**src/rtl/clk_alu_pipe.sv**
```systemverilog
// -----------------------------------------------------------------------------
// clk_alu_pipe
//   Pipelined two-operand logic/arithmetic core with valid/ready handshakes
//   on both sides and an internal accumulator. The result of a beat is
//   computed combinationally at acceptance and then travels STAGES registers
//   down the pipeline together with its carry and zero flags.
//
//   Opcodes: 0 AND, 1 OR, 2 XOR, 3 ADD, 4 SUB, 5 NAND, 6 PASS, 7 ACC.
//
//   Optional build macro: CLK_ALU_SAT_EN
//     When defined, ADD/ACC clamp to all-ones on overflow and SUB clamps to
//     zero on borrow; carry still flags the event and the accumulator keeps
//     the clamped value. Undefined (default): wrap-around arithmetic.
// -----------------------------------------------------------------------------
module clk_alu_pipe #(
    parameter int WIDTH  = 8,   // 2..32
    parameter int STAGES = 2    // 1..4, latency in cycles
) (
    input  logic             clk,
    input  logic             rst_n,
    input  logic             in_valid,
    output logic             in_ready,
    input  logic [2:0]       op,
    input  logic [WIDTH-1:0] a,
    input  logic [WIDTH-1:0] b,
    input  logic             acc_clr,
    output logic             out_valid,
    input  logic             out_ready,
    output logic [WIDTH-1:0] y,
    output logic             carry,
    output logic             zero
);

    typedef enum logic [2:0] {
        OP_AND  = 3'd0,
        OP_OR   = 3'd1,
        OP_XOR  = 3'd2,
        OP_ADD  = 3'd3,
        OP_SUB  = 3'd4,
        OP_NAND = 3'd5,
        OP_PASS = 3'd6,
        OP_ACC  = 3'd7
    } op_e;

    // -------------------------------------------------------------------------
    // Handshake
    // -------------------------------------------------------------------------
    logic adv;
    logic accept;
    op_e  op_sel;

    // The whole pipeline moves whenever the output slot is empty or drained.
    assign adv      = !out_valid || out_ready;
    assign in_ready = adv;
    assign accept   = in_valid && adv;
    assign op_sel   = op_e'(op);

    // -------------------------------------------------------------------------
    // Arithmetic datapath
    // -------------------------------------------------------------------------
    logic [WIDTH-1:0] acc_q;
    logic [WIDTH-1:0] acc_base;
    logic [WIDTH:0]   add_full;
    logic [WIDTH:0]   sub_full;
    logic [WIDTH:0]   acc_full;
    logic [WIDTH-1:0] add_y;
    logic [WIDTH-1:0] sub_y;
    logic [WIDTH-1:0] acc_y;

    // A clear in the same cycle as an accepted ACC applies first, so the
    // beat sees an accumulator of zero.
    assign acc_base = acc_clr ? '0 : acc_q;

    // Extend by one bit so the top bit is the carry (ADD/ACC) or borrow (SUB).
    assign add_full = {1'b0, a} + {1'b0, b};
    assign sub_full = {1'b0, a} - {1'b0, b};
    assign acc_full = {1'b0, acc_base} + {1'b0, a};

`ifdef CLK_ALU_SAT_EN
    // Clamp on overflow / borrow; the carry bit still reports the event.
    assign add_y = add_full[WIDTH] ? {WIDTH{1'b1}} : add_full[WIDTH-1:0];
    assign sub_y = sub_full[WIDTH] ? {WIDTH{1'b0}} : sub_full[WIDTH-1:0];
    assign acc_y = acc_full[WIDTH] ? {WIDTH{1'b1}} : acc_full[WIDTH-1:0];
`else
    // Wrap modulo 2^WIDTH.
    assign add_y = add_full[WIDTH-1:0];
    assign sub_y = sub_full[WIDTH-1:0];
    assign acc_y = acc_full[WIDTH-1:0];
`endif

    logic [WIDTH-1:0] res_y;
    logic             res_c;

    // Select the stage-1 result and its carry from the opcode.
    always_comb begin
        // NOTE: every output of a combinational block gets a default before
        // the case, otherwise any path that skips an assignment infers a latch.
        res_y = '0;
        res_c = 1'b0;
        case (op_sel)
            OP_AND:  res_y = a & b;
            OP_OR:   res_y = a | b;
            OP_XOR:  res_y = a ^ b;
            OP_ADD: begin
                res_y = add_y;
                res_c = add_full[WIDTH];
            end
            OP_SUB: begin
                res_y = sub_y;
                res_c = sub_full[WIDTH];
            end
            OP_NAND: res_y = ~(a & b);
            OP_PASS: res_y = a;
            OP_ACC: begin
                res_y = acc_y;
                res_c = acc_full[WIDTH];
            end
            default: begin
                res_y = '0;
                res_c = 1'b0;
            end
        endcase
    end

    // -------------------------------------------------------------------------
    // Accumulator
    // -------------------------------------------------------------------------
    // Update on an accepted ACC beat (clear already folded into acc_base),
    // otherwise honour a standalone clear. Unaccepted beats leave it alone.
    always_ff @(posedge clk or negedge rst_n) begin
        // NOTE: sequential state uses non-blocking assignments so every
        // register samples the pre-edge values, independent of block order.
        if (!rst_n) begin
            acc_q <= '0;
        end else if (accept && op_sel == OP_ACC) begin
            acc_q <= acc_y;
        end else if (acc_clr) begin
            acc_q <= '0;
        end
    end

    // -------------------------------------------------------------------------
    // Pipeline stages
    // -------------------------------------------------------------------------
    logic [STAGES-1:0] vld_q;
    logic [STAGES-1:0] c_q;
    logic [STAGES-1:0] z_q;
    logic [WIDTH-1:0]  y_q [STAGES];

    // Shift every stage on adv; stage 0 takes a new result only on accept,
    // so an empty input slot becomes a bubble that flows to the output.
    always_ff @(posedge clk or negedge rst_n) begin
        if (!rst_n) begin
            vld_q <= '0;
            c_q   <= '0;
            z_q   <= '0;
            // NOTE: the stage data registers are reset too (not just the
            // valid bits) because y/carry/zero must read 0 straight out of
            // reset; the array is small and register-based, not a RAM.
            for (int k = 0; k < STAGES; k++) begin
                y_q[k] <= '0;
            end
        end else if (adv) begin
            vld_q[0] <= accept;
            if (accept) begin
                y_q[0] <= res_y;
                c_q[0] <= res_c;
                z_q[0] <= (res_y == '0);
            end
            for (int k = 1; k < STAGES; k++) begin
                vld_q[k] <= vld_q[k-1];
                y_q[k]   <= y_q[k-1];
                c_q[k]   <= c_q[k-1];
                z_q[k]   <= z_q[k-1];
            end
        end
    end

    // -------------------------------------------------------------------------
    // Outputs come straight from the last stage
    // -------------------------------------------------------------------------
    assign out_valid = vld_q[STAGES-1];
    assign y         = y_q[STAGES-1];
    assign carry     = c_q[STAGES-1];
    assign zero      = z_q[STAGES-1];

endmodule

```
**config.mk**
```make
export PLATFORM = sky130hd
export DESIGN_NAME = clk_alu_pipe
export DESIGN_NICKNAME = d
export VERILOG_FILES = /design/src/rtl/clk_alu_pipe.sv
export SDC_FILE = /design/constraint.sdc
export NUM_CORES = 1
export LEC_CHECK = 0
export CORE_MARGIN = 2
export CORE_UTILIZATION = 35
export DETAILED_ROUTE_END_ITERATION = 10
export GPL_ROUTABILITY_DRIVEN = 0
export PLACE_DENSITY = 0.57
export SYNTH_ARGS = -nofsm -noshare
export SYNTH_HDL_FRONTEND = slang
export SYNTH_SLANG_ARGS = --single-unit
```
**constraint.sdc**
```tcl
create_clock -name clk -period 2.9 [get_ports clk]
set_input_delay 0.435 -clock clk [delete_from_list [all_inputs] [get_ports clk]]
set_output_delay 0.435 -clock clk [all_outputs]
set_load 0.02 [all_outputs]
```
Word-level counts from Yosys, hierarchy flattened:

Index checks and enable logic that the tools add are counted.

* reductions and logical operators: 7
* add/sub/neg operators: 3
* mux-type cells: 4
* bitwise logic cells: 4
* equality and inequality tests: 7

Operator list (number)
* 8-bit one-hot mux with 8 select lines: 1
* 8-bit by 8-bit adder with 9-bit output: 2
* 8-bit two-way mux: 2
* 3-bit equality test (second input constant): 4
* 8-bit by 8-bit subtractor with 9-bit output: 1
* 8-bit bitwise AND: 1
* 8-bit logical NOT: 1
* 8-bit inverter: 1
* 8-bit bitwise OR: 1
* 8-bit bitwise XOR: 1
* 3-bit by 2-bit equality test with 1-bit output (second input constant): 2
* 3-bit by 1-bit equality test with 1-bit output (second input constant): 1
* 3-bit logical NOT: 1
* 1-bit one-hot mux with 3 select lines: 1
* 1-bit logical AND: 2
* 2-bit AND reduction: 1
* 1-bit logical NOT: 1
* 1-bit logical OR: 1

* input port bits: 24
* bits in registers: 30
* logic and storage cells: 33
* output and inout bits: 12

Depth between registers and ports, before layout:

Gate-level depths: netlist of run 1.

* depth after elaboration: 5
* mapped depth: 10

Worst setup path after synthesis of run 1:

Ideal clock, no wire load.

* path kind: input-to-reg
* from: in a[0]
* to: reg y_q[14] (netlist bit)
* stages: 10
* arrival time: 2.417 ns
* buffers on the path: 0
* library setup time: 0.064 ns
* data required time: 2.836 ns
* slack: 0.420 ns
* cell sequence: ha_1 > inv_1 > fa_1 > nand3b_1 > and2_1 > or4_1 > a32oi_2 > o22ai_1 > a211oi_1 > a21o_1

* word-level cells in the longest chain between the ends: 2
* elaborated cells on any way between the ends: 4
* classes of those cells: add/sub: 3; mux: 1

Ends and longest elaborated chain
* from (decl): line 24 `input logic [WIDTH-1:0] a,`
* 8-bit by 8-bit adder with 9-bit output, or another cell as far along: line 77 `assign acc_full = {1'b0, acc_base} + {1'b0, a};`
* 8-bit one-hot mux with 8 select lines *: line 100 `case (op_sel)`
* to (signal, indexed assignment): line 172 `y_q[k] <= y_q[k-1];`
* to (decl): line 148 `logic [WIDTH-1:0] y_q [STAGES];`

Every way passes the cells marked *; elsewhere a longest branch is shown, timed or not.
A chain may end at the register's enable or synchronous reset.

Worst setup path after layout of run 1:

* from: in a[1]
* to: reg z_q[0]

* word-level cells in the longest chain between the ends: 4
* elaborated cells on any way between the ends: 9
* classes of those cells: add/sub: 3; mux: 1; bitwise: 4; reduce/logical: 1

Ends and longest elaborated chain
* branches (longest 2 deep; another with 8-bit by 8-bit adder with 9-bit output)
* 8-bit one-hot mux with 8 select lines *: line 100
* 8-bit logical NOT *: line 168 `z_q[0] <= (res_y == '0);`
* to (signal assigned): line 168
* to (signal, indexed assignment): line 174 `z_q[k] <= z_q[k-1];`
* to (decl): line 147 `logic [STAGES-1:0] z_q;`

Mark *: on every way between the ends.

==> results of run 1 <==
[cells by family after synthesis]
family,Yosys count,share of synthesized area (%)
flip-flops,30,24.4
XOR/XNOR,4,1.14
adder cells (fa/ha/maj),35,15.0
AO/OA/AOI/OAI,108,23.8
multiplexers,13,4.76
AND/OR/NAND/NOR,125,20.8
buffers and inverters,55,10.0
[through the flow]
| stage | utilization, % | setup WS, ns |
|---|---|---|
| 2_1_floorplan | - | 0.420 |
| 3_3_place_gp | 45.1 | -0.194 |
| 3_5_place_dp | 45.1 | -0.236 |
| 4_1_cts | 46.3 | 0.0393 |
| 5_1_grt | 48.7 | -0.0173 |
| 6_report | 48.7 | 0.117 |
[worst min path at each step]
stage	from	end	slack, ns	cells after the start
global placement	vld_q[0]	vld_q[1]	0.44	1
floorplan	rst_n	acc_q[0]	0.14	0
finish	y[4]	y[4]	0.46	2
CTS	vld_q[0]	vld_q[1]	0.46	1
global route	vld_q[0]	vld_q[1]	0.48	1
detailed placement	vld_q[0]	vld_q[1]	0.45	1
[flip-flops by register name (all words and copies together), names as in the netlist]
register,count
z_q,2
acc_q,8
y_q,8
c_q,2
y,8
vld_q,2
[report_power, final]
part	switching (mW)	internal, mW
logic	0.355	0.347
clock network	0.161	0.253
registers	0.0325	0.488
total	0.548	1.09
[area by class of cell]
cell class / count / area (um^2) / share of cell area, %
tap: 108 / 135 / 3.21
clock buffer: 5 / 68.8 / 1.64
inverter: 31 / 116 / 2.77
timing repair buffer: 109 / 913 / 21.7
sequential: 30 / 751 / 17.9
clock inverter: 3 / 40.0 / 0.952
multi-input combinational: 285 / 2180 / 51.9
[worst min-delay path, cell delays in order, from the launching register on]
cell     delay (ns)
dfrtp_1        0.34
nand2_1        0.05
nand2_1        0.05
[layout by cell type (no fill, tap or decap), types with 3 or more instances in the layout]
cell / instances
mux2_2: 8
inv_1: 28
o21ai_1: 10
and3_1: 3
clkdlybuf4s50_1: 32
buf_4: 74
mux2i_1: 3
clkbuf_8: 5
o22ai_1: 3
nor3_1: 7
o211ai_1: 3
nand2b_1: 7
inv_2: 3
dlymetal6s2s_1: 3
a21oi_1: 24
o2bb2ai_1: 4
ha_1: 28
nand3b_1: 3
a211o_1: 3
o21ai_0: 18
a211oi_1: 5
o31ai_1: 3
nand2_1: 52
nor2_1: 17
dfrtp_1: 30
nor2b_1: 8
nor2b_2: 3
[layer usage]
layer	part of all wire (%)	up-vias
li1	-	1483
met3	3.5	13
met5	0	-
met1	47	1405
met2	48	67
met4	1.7	0
[repair_timing]
item                       4_1_cts  5_1_grt
buffers inserted                 0        4
hold buffers                     0        0
resized for setup                0       36
setup endpoints to repair        0        4
==> results.cfg, run 1 <==
[outcome]
status = completed

[detailed_routing]
first_pass_iters = 4
route.vias.total = 2968
drtIter0Drc = 150
drc_errors = 0
detail-route-antenna-nets = 0
vias_per_cell = 5.20
wl_mm = 8.44
wl_per_cell_um = 14.8

[die]
die_area_um2 = 9550
coreArea_um2 = 8640
pin_count = 36
fp.dieH_um = 97.7
start_util_pct = 35.6
rows = 34
fp.dieW_um = 97.7

[sta]
skew_ns = 0.00550
setup_tns_ns = 0
worst_pin_slew_ns = 0.472
maxSlewHeadroom_pct = 68.5
setup_viol = 0
period_share_pct = 96.0
worst_hold_slack_ns = 0.464
period_needed_ns = 2.78
slew_viol_final = 0
hold_viol = 0
fmax_mhz = 359

[critical_path]
reg2reg_to = z_q[0]
slowest_stage = clkdlybuf4s50_1
start_kind = input pin
r2r_start = acc_q[0]
worstRegToRegCells = 12
crit_buf_inv = 3
end_kind = register
max_stage_delay_ns = 0.49
path_cells = clkdlybuf4s50_1, inv_2, fa_1, nand3b_1, and2_1, or4_1, a32oi_2, buf_4, nor3_4, o221ai_2, o41ai_2
cp.required_ns = 3.06
cp-startpoint = a[1]
worstSetupPathType = input pin to register
path_max_fanout = 3
r2r_slack_ns = 0.38
endpoint = z_q[0]
critical_path_arrival_ns = 2.95
cp_top_family = simple AND/OR/NAND/NOR gates
cp_num_cells = 11

[synth]
ys_types = 72
synthFlopType = dfrtp_1
syn-instance-count = 370
ys_ff_latch = 30
synth_area_leaders = dfrtp_1, ha_1, nand2_1
async_flop_share_pct = 100
synth-edff-count = 0
yosysWarningCount = 0
syn_avg_cell_area_um2 = 8.31
synth.largest_area_cell = dfrtp_1
syn-cell-area_um2 = 3080
synth_top_area_share_pct = 24.4
synth_common_cells = nand2_1, ha_1, dfrtp_1
ys_seq_area_share_pct = 24.4
synth.most_common_cell = nand2_1
synth_nets = 429

[grt]
grt_pass1_wl_mm = 14.0
first_global_vias = 2981
gr-usage-met1_pct = 23.8
grt.total_usage_pct = 17.6
busiest_layer = met2
use_met3_pct = 1.93
grt_overflow_total = 0
met2_usage_pct = 30.1
grt_max_degree = 31
grt_antenna_before_repair = 0

[cts]
cts_tree = done
clock_latency_ns = 0.28
cts_root_buf = clkbuf_8
cts.sinks = 30
cts_max_path_buffers = 2
clk_pin_slew_worst_paths_ns = 0.07
numCtsBuffers = 5
h-tree-depth = 2

[final_layout]
design_area_um2 = 4210
finalNonFillerCells = 571
drive_above_1_share_pct = 28.5
area_growth_pct = 36.7
antenna_cells = 0
nets = 521
fillers = 851

[placed_design]
dp_cells = 559
hpwl_mm = 6.68
port_buffers = 35
placed_area_um2 = 3890

[power_and_ir_drop]
finalPower_mw = 1.64
p_leak_nw = 1.98
power_density_nw_per_um2 = 389
vdd_drop_max_uv = 196

[hold_path]
hold_path.class = register to register

[job]
maxCapViolations = 0
No activity file was read; power rests on OpenSTA's default activity.
==> inputs of run 2 (changes only) <==
- ABC_AREA: default -> 1
- CORE_UTILIZATION: 35 -> 36
- PLACE_DENSITY: 0.57 -> 0.59
==> run 2 against run 1 <==
  * Wire length fell by 9.9%
  * Count of clock-buffer cells in the layout up 1
  * Critical path depth increased by 4
  * Register-to-register slack better by 0.27 ns
  * Global-route usage about the same
  * Core utilization shrank 5.3 points
  * Maximum frequency grew 9.9%
  * Flip-flop and latch count unchanged
  * First-iteration DRC count shrank 15%
  * Sequential power down 0.8%
  * Worst hold slack lost 0.017 ns
  * Critical path type unchanged
  * Largest power group is now sequential cells
==> results.cfg, run 2 <==
[grt]
first_global_vias = 2777
grt.total_usage_pct = 17.7
grt_pass1_wl_mm = 12.7
grt_antenna_before_repair = 0
grt_overflow_total = 0
grt_max_degree = 31

[placed_design]
hpwl_mm = 6.31
port_buffers = 35
placed_area_um2 = 3430

[power_and_ir_drop]
vdd_drop_max_uv = 153
pwr-share-clk_pct = 29.0
p_sw_uw = 488
p_sw_share_pct = 33.5
intPower_uw = 970
seqPwrFrac_pct = 35.5
power_frac_comb_pct = 35.5
finalPower_mw = 1.46
power_density_nw_per_um2 = 411
p_leak_nw = 1.95

[die]
start_util_pct = 36.8
pin_count = 36
fp.dieH_um = 95.4
rows = 33
coreArea_um2 = 8180
fp.dieW_um = 95.4
die_area_um2 = 9100

[detailed_routing]
detail-route-antenna-nets = 0
wl_mm = 7.60
drtIter0Drc = 127
drc_errors = 0
wl_per_cell_um = 12.4
vias_per_cell = 4.83
first_pass_iters = 5
route.vias.total = 2953

[sta]
period_needed_ns = 2.53
period_share_pct = 87.4
worst_pin_slew_ns = 0.452
skew_ns = 0.00605
rsz0062_at_grt = no
setup_tns_ns = 0
worst_hold_slack_ns = 0.446
slew_viol_final = 0
hold_viol = 0
fmax_mhz = 395
maxSlewHeadroom_pct = 69.8
setup_viol = 0

[cts]
cts_root_buf = clkbuf_8
clock_latency_ns = 0.28
cts_resized = 0
clk_pin_slew_worst_paths_ns = 0.06
h-tree-depth = 2
cts_hold_buffers = 0
numCtsBuffers = 5
post_cts_buffers = 0
cts_max_path_buffers = 2
cts.sinks = 30
cts_tree = done

[synth]
syn-instance-count = 476
synth.most_common_cell = nand2_1
synth.largest_area_cell = dfrtp_1
synth_top_area_share_pct = 25.0
ys_ff_latch = 30
ys_seq_area_share_pct = 25.0
yosysWarningCount = 0
syn-cell-area_um2 = 3010
ys_types = 31
synth_nets = 535
syn_avg_cell_area_um2 = 6.32
synth_common_cells = nand2_1, inv_1, nor2_1
async_flop_share_pct = 100
synthFlopType = dfrtp_1
synth-edff-count = 0
synth_area_leaders = dfrtp_1, nand2_1, ha_1

[critical_path]
start_kind = input pin
critical_path_arrival_ns = 2.75
cp_top_family = simple AND/OR/NAND/NOR gates
critPathMostFrequentCell = nand2_1
r2r_slack_ns = 0.65
path_max_fanout = 4
end_kind = register
max_stage_delay_ns = 0.55
worstRegToRegCells = 15
cp.required_ns = 3.12
r2r_start = acc_q[0]
slowest_stage = clkdlybuf4s50_1
path_cells = clkdlybuf4s50_1, inv_1, ha_1, fa_1, o21ai_1, nand3_2, nand2_1, nand2_1, nand3_1, nand2_1, nor2_1, nand2_1, nor2_1, nand2_1, nand2_1
crit_buf_inv = 2
worstSetupPathType = input pin to register
reg2reg_to = z_q[0]

[hold_path]
holdPathEnd = vld_q[1]
hold_path.class = register to register
min_from = vld_q[0]
whs_path_depth = 2

[outcome]
status = completed

[final_layout]
area_growth_pct = 17.9
seq_area_um2 = 751
design_area_um2 = 3550
antenna_cells = 0
layout_commonest_cell = nand2_1
nets = 566
fillers = 882
drive_above_1_share_pct = 6.31
final_cell_mix = nand2_1, inv_1, nor2_1, nand3_1, clkdlybuf4s50_1
multi_input_comb_area_um2 = 1890

[job]
maxCapViolations = 0
-- run 2: cells by family (layout without fill, tap and decap cells) --
group                      after synthesis  after routing  share of synthesized area (%)
DFF                                     30             30                           25.0
adders and majority gates               35             35                           15.3
xor gates and xnor gates                 1              1                          0.291
buffers and inverters                   84            115                           12.1
and+or+nand+nor                        288            288                           40.6
AOI/OAI and AO/OA                       38             38                           6.74
-- run 2: layout make-up --
type                    count  area share (%)
repair buffers             44            11.8
multi-input cells         362            53.4
flip-flops and latches     30            21.2
clock inverters             1           0.847
inverters                  64            6.77
well taps                 105            3.71
clock buffers               6            2.33
-- run 2: layer usage --
layer  track usage, %  vias to the layer above  part of all wire, %
met2             30.7                       70                   47
met3             1.58                       17                  3.6
met1             22.4                     1326                   47
li1                 -                     1540                    -
met4             7.62                        0                  2.6
met5                0                        -                    0
-- run 2: worst reg2reg max path, cell delays in order (launching register included) --
cell,delay [ns]
dfrtp_1,0.32
inv_1,0.03
nor2_1,0.22
ha_1,0.27
fa_1,0.44
nand2_1,0.08
nand2_1,0.06
nor2_1,0.10
nand2_1,0.06
nand2_1,0.11
nand2_1,0.07
nor2_1,0.13
nand3_1,0.09
nor2_1,0.11
nand2_1,0.06
nand2_1,0.05
-- run 2: power groups by stage --
stage,registers [mW],clock network [mW],logic [mW]
final,0.517,0.423,0.517
after global routing,0.526,0.450,0.586
after CTS,0.518,0.431,0.520
after detailed placement,0.525,0,0.518
after global placement,0.522,0,0.514
after floorplan,0.520,0,0.359
-- run 2: how the worst max path moves through the flow --
stage	startpoint	endpoint	cells after the start
floorplan	acc_clr	z_q[0]	15
finish	a[0]	z_q[0]	15
global placement	a[0]	z_q[0]	15
CTS	a[0]	z_q[0]	15
detailed placement	acc_clr	z_q[0]	15
global route	a[0]	z_q[0]	15
-- run 2: stage by stage --
step | worst slack, ns | utilization, % | cells
final | 0.367 | 43.4 | 612
after global routing | 0.135 | 43.4 | 612
after CTS | 0.373 | 43.4 | 612
after detailed placement | 0.0857 | 42.0 | 605
after global placement | 0.142 | 42.0 | 605
after floorplan | 0.712 | - | 476
==> inputs of run 3 (changes only) <==
- CORE_UTILIZATION: 36 -> 57
- PLACE_DENSITY: 0.59 -> 0.84
==> run 3 against run 2 <==
  * Register-to-register slack hardly changed
  * Wire length rose by 0.66%
  * First-iteration DRC count is 120% higher
  * Highest routed layer unchanged
==> results.cfg, run 3 (same netlist as run 2, synthesis figures left out) <==
[placed_design]
pre_cts_ws_ns = 0.0929
port_buffers = 35
hpwl_mm = 6.25
placed_area_um2 = 3380

[cts]
cts_resized = 0
cts_tree = done
cts.sinks = 30
clk_pin_slew_worst_paths_ns = 0.07
clock_latency_ns = 0.29
numCtsBuffers = 5
cts_root_buf = clkbuf_8
post_cts_buffers = 0
h-tree-depth = 2
cts_hold_buffers = 0
cts_max_path_buffers = 2

[die]
start_util_pct = 58.9
die_area_um2 = 5870
fp.dieW_um = 76.6
rows = 26
pin_count = 36
coreArea_um2 = 5110
fp.dieH_um = 76.6

[sta]
fmax_mhz = 389
period_needed_ns = 2.57
skew_ns = 0.0108
setup_tns_ns = 0
maxSlewHeadroom_pct = 58.3
period_share_pct = 88.6
hold_viol = 0
worst_pin_slew_ns = 0.624
rsz0062_at_grt = no
setup_slack_ns = 0.330
worst_hold_slack_ns = 0.453
slew_viol_final = 0
setup_viol = 0

[power_and_ir_drop]
p_sw_share_pct = 36.5
p_sw_uw = 508
p_leak_nw = 1.93
intPower_uw = 885
pwr-share-clk_pct = 25.3
power_density_nw_per_um2 = 401
vdd_drop_max_uv = 297
seqPwrFrac_pct = 37.2
power_frac_comb_pct = 37.5

[detailed_routing]
first_pass_iters = 5
vias_per_cell = 5.30
detail-route-antenna-nets = 0
wl_mm = 7.65
drtIter0Drc = 276
drc_errors = 0
wl_per_cell_um = 13.3
route.vias.total = 3060

[critical_path]
worstRegToRegCells = 10
r2r_slack_ns = 0.66
critPathMostFrequentCell = nand2_1
r2r_start = vld_q[1]
end_kind = register
cp-startpoint = acc_clr
path_max_fanout = 8
critical_path_arrival_ns = 2.80
worstSetupPathType = input pin to register
cp.required_ns = 3.13
path_cells = clkdlybuf4s50_1, nor2_1, ha_1, fa_1, nand2_1, nand2_1, nand2_1, nand2_1, nand3_1, nand2_1, o21ai_1, nand3_1, nor2_1, nand2_1, nand2_1
start_kind = input pin
slowest_stage = clkdlybuf4s50_1
max_stage_delay_ns = 0.61
reg2reg_to = acc_q[7]

[hold_path]
whs_path_depth = 2
holdPathEnd = vld_q[1]
hold_path.class = register to register
min_from = vld_q[0]

[grt]
grt_overflow_total = 0
grt_antenna_before_repair = 0
grt_pass1_wl_mm = 13.1
first_global_vias = 2948
grt_max_degree = 31
grt.total_usage_pct = 27.3

[final_layout]
fin_util_pct = 68.1
layout_commonest_cell = nand2_1
nets = 565
design_area_um2 = 3480
drive_above_1_share_pct = 6.31
multi_input_comb_area_um2 = 1890
antenna_cells = 0
seq_area_um2 = 751
area_growth_pct = 15.6
final_cell_mix = nand2_1, inv_1, nor2_1, nand3_1, clkdlybuf4s50_1
fillers = 470

[job]
maxCapViolations = 0

[outcome]
status = completed
[run 3: worst max-delay path: cells and delay by family]
kind / cells / cell delay [ns]
adder cells (fa/ha/maj): 2 / 0.61
AO/OA/AOI/OAI: 1 / 0.21
buffers and inverters: 1 / 0.61
AND/OR/NAND/NOR: 11 / 0.92
[run 3: power groups by stage]
stage          clock network [mW]  registers [mW]  logic, mW
2_1_floorplan                   0           0.520      0.359
3_3_place_gp                    0           0.522      0.505
3_5_place_dp                    0           0.525      0.518
4_1_cts                     0.357           0.517      0.520
5_1_grt                     0.374           0.527      0.582
6_report                    0.353           0.518      0.522
[run 3: how the worst max path moves through the flow]
stage                   to  depth (start not counted)
CTS                 c_q[0]                         14
floorplan           z_q[0]                         15
detailed placement  c_q[0]                         14
global placement    z_q[0]                         15
finish              z_q[0]                         15
global route        z_q[0]                         15
[run 3: final cells by class]
cell class                      count  share of cell area (%)
Tap cell                           70                    2.52
Clock buffer                        6                    2.37
Clock inverter                      2                   0.360
Sequential cell                    30                    21.6
Inverter                           64                    6.91
Timing Repair Buffer               43                    11.8
Multi-Input combinational cell    362                    54.4
[run 3: metal layers]
| layer | vias to the layer above | GRT usage, % | share of wire [%] |
|---|---|---|---|
| met3 | 20 | 3.20 | 6.5 |
| met4 | 0 | 9.64 | 2.6 |
| met2 | 136 | 47.6 | 47 |
| met5 | - | 0 | 0 |
| li1 | 1537 | - | - |
| met1 | 1367 | 34.9 | 44 |
[run 3: through the flow]
stage / cells / total power [mW]
2_1_floorplan: 476 / 0.879
3_3_place_gp: 569 / 1.03
3_5_place_dp: 569 / 1.04
4_1_cts: 577 / 1.39
5_1_grt: 577 / 1.48
6_report: 577 / 1.39
